## src/rtl/ps2_pkg.sv

```systemverilog
// Shared PS/2 definitions: frame geometry, receiver state encoding and the
// odd-parity rule. Intended to be reused by a future transmitter.
package ps2_pkg;

    localparam int PS2_DATA_BITS  = 8;
    localparam int PS2_FRAME_BITS = 11;

    typedef enum logic [1:0] {
        ST_IDLE   = 2'd0,
        ST_DATA   = 2'd1,
        ST_PARITY = 2'd2,
        ST_STOP   = 2'd3
    } ps2_state_e;

    // PS/2 uses odd parity: data bits plus parity bit contain an odd number of ones.
    function automatic logic ps2_parity_ok(input logic [PS2_DATA_BITS-1:0] d, input logic p);
        return ^{d, p};
    endfunction

endpackage

```

## src/rtl/ps2_rx_filter.sv

```systemverilog
// Two-flop synchronizer followed by a saturating glitch filter for one raw
// PS/2 line. The filtered output only changes after FILTER_LEN consecutive
// synchronized samples disagree with it. Everything resets to 1 (idle-high).
module ps2_rx_filter #(
    parameter int unsigned FILTER_LEN = 8
) (
    input  logic clk,
    input  logic rst_n,
    input  logic raw_i,
    output logic filt_o
);

    localparam logic [7:0] CNT_MAX = 8'(FILTER_LEN - 1);

    logic       sync1_q;
    logic       sync2_q;
    logic       filt_q;
    logic       filt_d;
    logic [7:0] cnt_q;
    logic [7:0] cnt_d;

    // Bring the asynchronous line into the clk domain.
    always_ff @(posedge clk or negedge rst_n) begin
        if (!rst_n) begin
            sync1_q <= 1'b1;
            sync2_q <= 1'b1;
        end else begin
            sync1_q <= raw_i;
            sync2_q <= sync1_q;
        end
    end

    // Count consecutive disagreeing samples; flip on the FILTER_LEN-th one.
    always_comb begin
        cnt_d  = 8'd0;
        filt_d = filt_q;
        if (sync2_q != filt_q) begin
            if (cnt_q == CNT_MAX) begin
                filt_d = sync2_q;
            end else begin
                cnt_d = cnt_q + 8'd1;
            end
        end
    end

    // Filter state register.
    always_ff @(posedge clk or negedge rst_n) begin
        if (!rst_n) begin
            filt_q <= 1'b1;
            cnt_q  <= 8'd0;
        end else begin
            filt_q <= filt_d;
            cnt_q  <= cnt_d;
        end
    end

    assign filt_o = filt_q;

endmodule

```

## src/rtl/ps2_rx.sv

```systemverilog
// PS/2 device-to-host receiver: filtered lines, registered falling-edge
// detector, frame FSM (start, 8 data LSB first, odd parity, stop) and an
// optional inter-edge watchdog enabled by defining PS2_RX_TIMEOUT_EN.
module ps2_rx
    import ps2_pkg::*;
#(
    parameter int unsigned FILTER_LEN     = 8,
    parameter int unsigned TIMEOUT_CYCLES = 10_000
) (
    input  logic       clk,
    input  logic       rst_n,
    input  logic       ps2_clk,
    input  logic       ps2_data,
    output logic [7:0] data,
    output logic       valid,
    output logic       parity_err,
    output logic       frame_err,
    output logic       busy
);

    localparam logic [2:0] LAST_BIT = 3'(PS2_DATA_BITS - 1);

    logic       clk_f;
    logic       data_f;
    logic       clk_prev_q;
    logic       fall_q;
    logic       bit_q;
    logic       timeout_hit;

    ps2_state_e state_q, state_d;
    logic [2:0] bit_cnt_q, bit_cnt_d;
    logic [7:0] shift_q, shift_d;
    logic       parity_q, parity_d;
    logic [7:0] data_q, data_d;
    logic       valid_q, valid_d;
    logic       perr_q, perr_d;
    logic       ferr_q, ferr_d;

    ps2_rx_filter #(.FILTER_LEN(FILTER_LEN)) u_clk_filt (
        .clk    (clk),
        .rst_n  (rst_n),
        .raw_i  (ps2_clk),
        .filt_o (clk_f)
    );

    ps2_rx_filter #(.FILTER_LEN(FILTER_LEN)) u_data_filt (
        .clk    (clk),
        .rst_n  (rst_n),
        .raw_i  (ps2_data),
        .filt_o (data_f)
    );

    // Registered falling-edge detect on the filtered clock, with the data bit
    // captured alongside so the FSM sees both on the same cycle.
    always_ff @(posedge clk or negedge rst_n) begin
        if (!rst_n) begin
            clk_prev_q <= 1'b1;
            fall_q     <= 1'b0;
            bit_q      <= 1'b1;
        end else begin
            clk_prev_q <= clk_f;
            fall_q     <= clk_prev_q & ~clk_f;
            bit_q      <= data_f;
        end
    end

`ifdef PS2_RX_TIMEOUT_EN
    localparam int unsigned WD_W = $clog2(TIMEOUT_CYCLES + 1);
    logic [WD_W-1:0] wdog_q;

    assign timeout_hit = (wdog_q == WD_W'(TIMEOUT_CYCLES - 1));

    // Watchdog: counts clocks since the last edge while a frame is open.
    always_ff @(posedge clk or negedge rst_n) begin
        if (!rst_n) begin
            wdog_q <= '0;
        end else if (fall_q || state_q == ST_IDLE) begin
            wdog_q <= '0;
        end else if (!timeout_hit) begin
            wdog_q <= wdog_q + 1'b1;
        end
    end
`else
    // No watchdog in this build; the parameter is accepted but inert.
    localparam logic TIMEOUT_ZERO = (TIMEOUT_CYCLES == 0);
    assign timeout_hit = TIMEOUT_ZERO & 1'b0;
`endif

    // Frame FSM next-state and outcome decode.
    always_comb begin
        state_d   = state_q;
        bit_cnt_d = bit_cnt_q;
        shift_d   = shift_q;
        parity_d  = parity_q;
        data_d    = data_q;
        valid_d   = 1'b0;
        perr_d    = 1'b0;
        ferr_d    = 1'b0;

        case (state_q)
            ST_IDLE: begin
                if (fall_q && !bit_q) begin
                    state_d   = ST_DATA;
                    bit_cnt_d = 3'd0;
                end
            end
            ST_DATA: begin
                if (fall_q) begin
                    shift_d = {bit_q, shift_q[7:1]};
                    if (bit_cnt_q == LAST_BIT) begin
                        state_d = ST_PARITY;
                    end else begin
                        bit_cnt_d = bit_cnt_q + 3'd1;
                    end
                end
            end
            ST_PARITY: begin
                if (fall_q) begin
                    parity_d = bit_q;
                    state_d  = ST_STOP;
                end
            end
            ST_STOP: begin
                if (fall_q) begin
                    state_d = ST_IDLE;
                    if (!bit_q) begin
                        ferr_d = 1'b1;
                    end else if (ps2_parity_ok(shift_q, parity_q)) begin
                        valid_d = 1'b1;
                        data_d  = shift_q;
                    end else begin
                        perr_d = 1'b1;
                    end
                end
            end
            default: state_d = ST_IDLE;
        endcase

        // A stalled frame is abandoned; a real edge on the same cycle takes priority.
        if (!fall_q && timeout_hit && state_q != ST_IDLE) begin
            state_d = ST_IDLE;
            ferr_d  = 1'b1;
        end
    end

    // FSM, shift register and output registers.
    always_ff @(posedge clk or negedge rst_n) begin
        if (!rst_n) begin
            state_q   <= ST_IDLE;
            bit_cnt_q <= 3'd0;
            shift_q   <= 8'd0;
            parity_q  <= 1'b0;
            data_q    <= 8'd0;
            valid_q   <= 1'b0;
            perr_q    <= 1'b0;
            ferr_q    <= 1'b0;
        end else begin
            state_q   <= state_d;
            bit_cnt_q <= bit_cnt_d;
            shift_q   <= shift_d;
            parity_q  <= parity_d;
            data_q    <= data_d;
            valid_q   <= valid_d;
            perr_q    <= perr_d;
            ferr_q    <= ferr_d;
        end
    end

    assign data       = data_q;
    assign valid      = valid_q;
    assign parity_err = perr_q;
    assign frame_err  = ferr_q;
    assign busy       = (state_q != ST_IDLE);

endmodule

```

## config.mk

```make
export PLATFORM = sky130hd
export DESIGN_NAME = ps2_rx
export DESIGN_NICKNAME = d
export VERILOG_FILES = /design/src/rtl/ps2_pkg.sv /design/src/rtl/ps2_rx_filter.sv /design/src/rtl/ps2_rx.sv
export SDC_FILE = /design/constraint.sdc
export NUM_CORES = 1
export LEC_CHECK = 0
export BUFFER_PORTS_ARGS = -buffer_cell sky130_fd_sc_hd__buf_2
export CORE_ASPECT_RATIO = 0.6
export CORE_MARGIN = 8
export CORE_UTILIZATION = 55
export CTS_CLUSTER_SIZE = 10
export DETAILED_ROUTE_END_ITERATION = 6
export PLACE_DENSITY = 0.76
export SYNTH_ARGS = -nofsm -noshare
export SYNTH_HDL_FRONTEND = slang
export SYNTH_SLANG_ARGS = --single-unit
```

## constraint.sdc

```tcl
create_clock -name clk -period 4.1 [get_ports clk]
set_clock_uncertainty 0.15 [all_clocks]
set_input_delay 0.615 -clock clk [delete_from_list [all_inputs] [get_ports clk]]
set_output_delay 0.615 -clock clk [all_outputs]
set_load 0.01 [all_outputs]
```

### Word level (Yosys, flattened, before mapping)

Index checks and enable logic that the tools add are counted.

| word-level totals | value |
|---|---|
| register bits after elaboration | 50 |
| bits of input ports | 4 |
| output and inout port bits | 12 |
| word-level logic and storage cells | 76 |

| operators by class | value |
|---|---|
| $add $sub $neg | 3 |
| equal/unequal tests | 14 |
| muxes and demuxes | 25 |
| bitwise logic cells | 2 |
| reductions and logical operators | 13 |

Operators with widths:

| kind | number |
|---|---|
| $mux 8 | 4 |
| $add 8x1->8 const B | 2 |
| $eq 8x3->1 const B | 2 |
| $ne 2x2->1 const B | 6 |
| $mux 1 | 11 |
| $mux 2 | 5 |
| $mux 3 | 3 |
| $reduce_xor 9->1 | 1 |
| $pmux 2 s4 | 1 |
| $reduce_and 2->1 | 4 |
| $reduce_and 4->1 | 2 |
| $pmux 3 s2 | 1 |
| $reduce_and 5->1 | 1 |
| $eq 2x2->1 const B | 2 |
| $reduce_bool 2->1 | 2 |
| $add 3x1->3 const B | 1 |
| $eq 3x3->1 const B | 1 |
| $eq 2x1->1 const B | 1 |
| $logic_not 2->1 | 1 |
| $ne 1x1->1 | 2 |
| $and 1x1->1 | 1 |
| $logic_and 1x1->1 | 1 |
| $logic_not 1->1 | 1 |
| $not 1->1 | 1 |

### Longest topological paths before layout

| depth | value |
|---|---|
| word-level depth | 5 |
| mapped depth | 7 |
| mapped depth without buffers | 7 |

### Hierarchy

From an unflattened synthesis, not the netlist that was laid out.

| second synthesis, totals | value |
|---|---|
| cell total of the unflattened synthesis | 181 |
| area total of the unflattened synthesis | 2290.9 um^2 |

Modules (own cells, without submodules):

| module | times used | cells an instance | area an instance (um^2) | sequential area each (um^2) |
|---|---|---|---|---|
| ps2_rx | 1 | 95 | 1267.5 | 703.2 |
| ps2_rx_filter | 2 | 43 | 511.7 | 279.0 |

### Least setup slack after synthesis

No wires, ideal clock.

| path | value |
|---|---|
| path kind | register -> register |
| start point | reg shift_q[2] |
| end point | reg data_q[0], in the netlist data[0] |
| setup time | 125 ps |
| arrival time | 1725 ps |
| data required time | 3825 ps |
| slack | 2100 ps |
| stages on the path, launching flop included | 6 |
| buffers on the path | 0 |
| clock period less this slack | 2000 ps |
| path through | dfrtp_1 -> xnor2_1 -> xnor2_1 -> xnor2_2 -> mux2i_4 -> mux2_2 |

| on the way | value |
|---|---|
| longest elaborated chain between the ends | 2 |

Ends and longest elaborated chain:

| item | line | RTL |
|---|---|---|
| start: declaration | ps2_rx.sv:32 | `logic [7:0] shift_q, shift_d;` |
| start signal: assignment | ps2_rx.sv:160 | `shift_q <= shift_d;` |
| $reduce_xor 9->1 | ps2_pkg.sv:17 | `return ^{d, p};` |
| $reduce_and 4->1 (no line) | - |  |
| end signal: assignment | ps2_rx.sv:162 | `data_q <= data_d;` |
| end: declaration | ps2_rx.sv:34 | `logic [7:0] data_q, data_d;` |

No other way between the ends.
A chain may end at the register's enable or synchronous reset.

### Worst setup path in the final report

| path | value |
|---|---|
| start point | reg shift_q[2] |
| end point | reg data_q[4], in the netlist data[4] |

Same word-level chain as after synthesis.

==> flow_metrics.env <==
export IMPL_synthArstFlopShare=1.00
export IMPL_h_tree_depth=2
export IMPL_grt_pass1_wl_um=6310
export IMPL_power_density_nw_per_um2=534
export IMPL_clock_root_buffer="clkbuf_8"
export IMPL_mostFrequentLayoutCell="dfrtp_1"
export IMPL_drv_cap=0
export IMPL_critical_path_class="reg -> reg"
export IMPL_grt_start_max_net_pins=51
export IMPL_overflow=0
export IMPL_yosys_most_used_dff="dfrtp_1"
export IMPL_period_share=0.549
export IMPL_post_cts_resized=0
export IMPL_place_detailed_hpwl_um=2660
export IMPL_syn_area_um2=2180
export IMPL_syn2layout_area_growth_pct=11.2
export IMPL_yosysUniqueCellTypes=27
export IMPL_required_ps=4140
export IMPL_setup_violations_final=0
export IMPL_drive_above_1_share=0.261
export IMPL_final_hold_viol_count=0
export IMPL_place_inst=238
export IMPL_rows=17
export IMPL_status="finished, final reports clean"
export IMPL_postRouteAntennaNets=0
export IMPL_yosysWarnings=0
export IMPL_cp_max_fo=8
export IMPL_synth_fp_nets=190
export IMPL_coreArea_um2=3720
export IMPL_drt_iter0_markers=61
export IMPL_wl_per_cell_um=15.2
export IMPL_drtPass1Iterations=4
export IMPL_clk_path_buf_depth=2
export IMPL_drt_total_wl_um=3740
export IMPL_synthCells=177
export IMPL_grt_antenna_before_repair=0
export IMPL_seq_area_frac_synth=0.580
export IMPL_synth_edf_count=0
export IMPL_slew_headroom=0.308
export IMPL_start_util=0.585
export IMPL_die_x_um=97.2
export IMPL_cts_tree="yes"
export IMPL_gp_congestion=0.822
export IMPL_peakVddDrop_mv=0.425
export IMPL_grt_usage=0.123
export IMPL_total_leakage_power_uw=0.00117
export IMPL_clkSinkCount=50
export IMPL_path_clk_slew_ps=90
export IMPL_final_cells=246
export IMPL_io_pins=16
export IMPL_vias=1343
export IMPL_min_path_type="reg -> reg"
export IMPL_place_port_buffers=15
export IMPL_final_cell_mix="dfrtp_1 (42), nor2_1 (20), mux2_2 (17), buf_2 (15), xnor2_1 (12)"
export IMPL_tightestPinTransition_ps=1040
export IMPL_die_area_um2=6290
export IMPL_endpoint_kind="flip-flop"
export IMPL_final_max_slew_viol_count=0
export IMPL_insertion_delay_ps=300
export IMPL_die_h_um=64.7
export IMPL_fin_crit_ps=2250
export IMPL_cts_setup_buffers=0
export IMPL_yosys_register_bits=50
export IMPL_rrSetupSlack_ps=1850
export IMPL_hold_buffers=0
export IMPL_max_freq_mhz=444
export IMPL_vias_per_cell=5.46
export IMPL_antenna_cells=0
export IMPL_grt_pass1_vias=1390
export IMPL_cp_start_kind="flip-flop"
export IMPL_nets=211
export IMPL_nFillCells=273
export IMPL_grt_setup_unrepaired="no"
export IMPL_drc=0
export IMPL_setup_tns_ps=0
export IMPL_cts_buffers=5
export IMPL_avgSynthCellArea_um2=12.3
export IMPL_arrival_ps=2290
## synth_stat cells, types with 2 or more instances
cell / number / area, um2
inv_1: 7 / 26.3
a22oi_1: 2 / 15.0
nand3_1: 11 / 55.1
nand2_1: 9 / 33.8
nor2b_1: 2 / 12.5
xor2_1: 9 / 78.8
dfrtp_1: 42 / 1050
nor2_1: 20 / 75.1
and3_1: 4 / 25.0
o21ai_0: 10 / 50.1
nand2b_1: 3 / 18.8
mux2_2: 17 / 191
dfstp_2: 8 / 210
xnor2_1: 12 / 105
ha_1: 9 / 113
## final timing paths
kind                                     start             endpoint  cells past startpoint
setup / recovery                    shift_q[2]              data[4]                      5
hold / removal             u_data_filt.sync1_q  u_data_filt.sync2_q                      0
setup reg to reg                    shift_q[2]              data[4]                      5
hold reg to reg            u_data_filt.sync1_q  u_data_filt.sync2_q                      0
max in group asynchronous                rst_n              data[5]                      1
min in group asynchronous                rst_n  u_clk_filt.cnt_q[0]                      1
## per-layer routing
| layer | GRT usage | routed length, um |
|---|---|---|
| met1 | 0.147 | 1790 |
| met2 | 0.199 | 1740 |
| met3 | 0.0466 | 160 |
| met4 | 0.0514 | 57 |
| met5 | 0 | 0 |
## worst max-delay path, stage by stage, from the launching register on
cell and delay (ps):
dfrtp_1 430, xnor2_1 230, xnor2_1 140, xnor2_2 360, mux2i_4 440, mux2_2 390
## cell type report
type | count | area (um2) | share of cell area
sequential | 50 | 1260 | 0.521
clock buffer | 5 | 68.8 | 0.0284
clock inverter | 3 | 45.0 | 0.0186
tap | 47 | 58.8 | 0.0243
multi-input combinational | 119 | 885 | 0.366
inverter | 7 | 26.3 | 0.0109
timing repair buffer | 15 | 75.1 | 0.0310
## metrics by stage
step / setup slack (ps) / hold slack [ps] / power, uW / instance area (um2) / utilization
after floorplan: 2100 / 169 / 871 / 2180 / -
after global placement: 1960 / 197 / 927 / 2310 / 0.619
after detailed placement: 1840 / 199 / 957 / 2310 / 0.619
after CTS: 1840 / 212 / 1300 / 2420 / 0.650
after global routing: 1730 / 214 / 1370 / 2420 / 0.650
final: 1850 / 211 / 1290 / 2420 / 0.650
## report_power, final
part	total (uW)	switching [uW]	leakage, uW	internal (uW)
Clock	342	161	0.0000504	181
Combinational	294	165	0.000459	129
Sequential	656	77.1	0.000660	579
Total	1290	403	0.00117	889
## flip-flops by register name (all words and copies together), names as in the netlist
name                 count
bit_cnt_q                3
bit_q                    1
clk_prev_q               1
data                     8
fall_q                   1
frame_err                1
parity_err               1
parity_q                 1
shift_q                  8
state_q                  2
u_clk_filt.cnt_q         8
u_clk_filt.filt_o        1
u_clk_filt.sync1_q       1
u_clk_filt.sync2_q       1
u_data_filt.cnt_q        8
u_data_filt.filt_o       1
u_data_filt.sync1_q      1
u_data_filt.sync2_q      1
valid                    1
## logic make-up (layout without fill, tap and decap cells)
| kind of cell | Yosys count | after routing | share of synthesized area |
|---|---|---|---|
| adders and majority gates | 9 | 9 | 0.0518 |
| xor gates and xnor gates | 22 | 22 | 0.0920 |
| and+or+nand+nor | 54 | 54 | 0.117 |
| DFF | 50 | 50 | 0.580 |
| buffers and inverters | 8 | 30 | 0.0138 |
| AOI/OAI and AO/OA | 15 | 15 | 0.0431 |
| muxes | 19 | 19 | 0.103 |
Power figures use the tool's default switching activity.
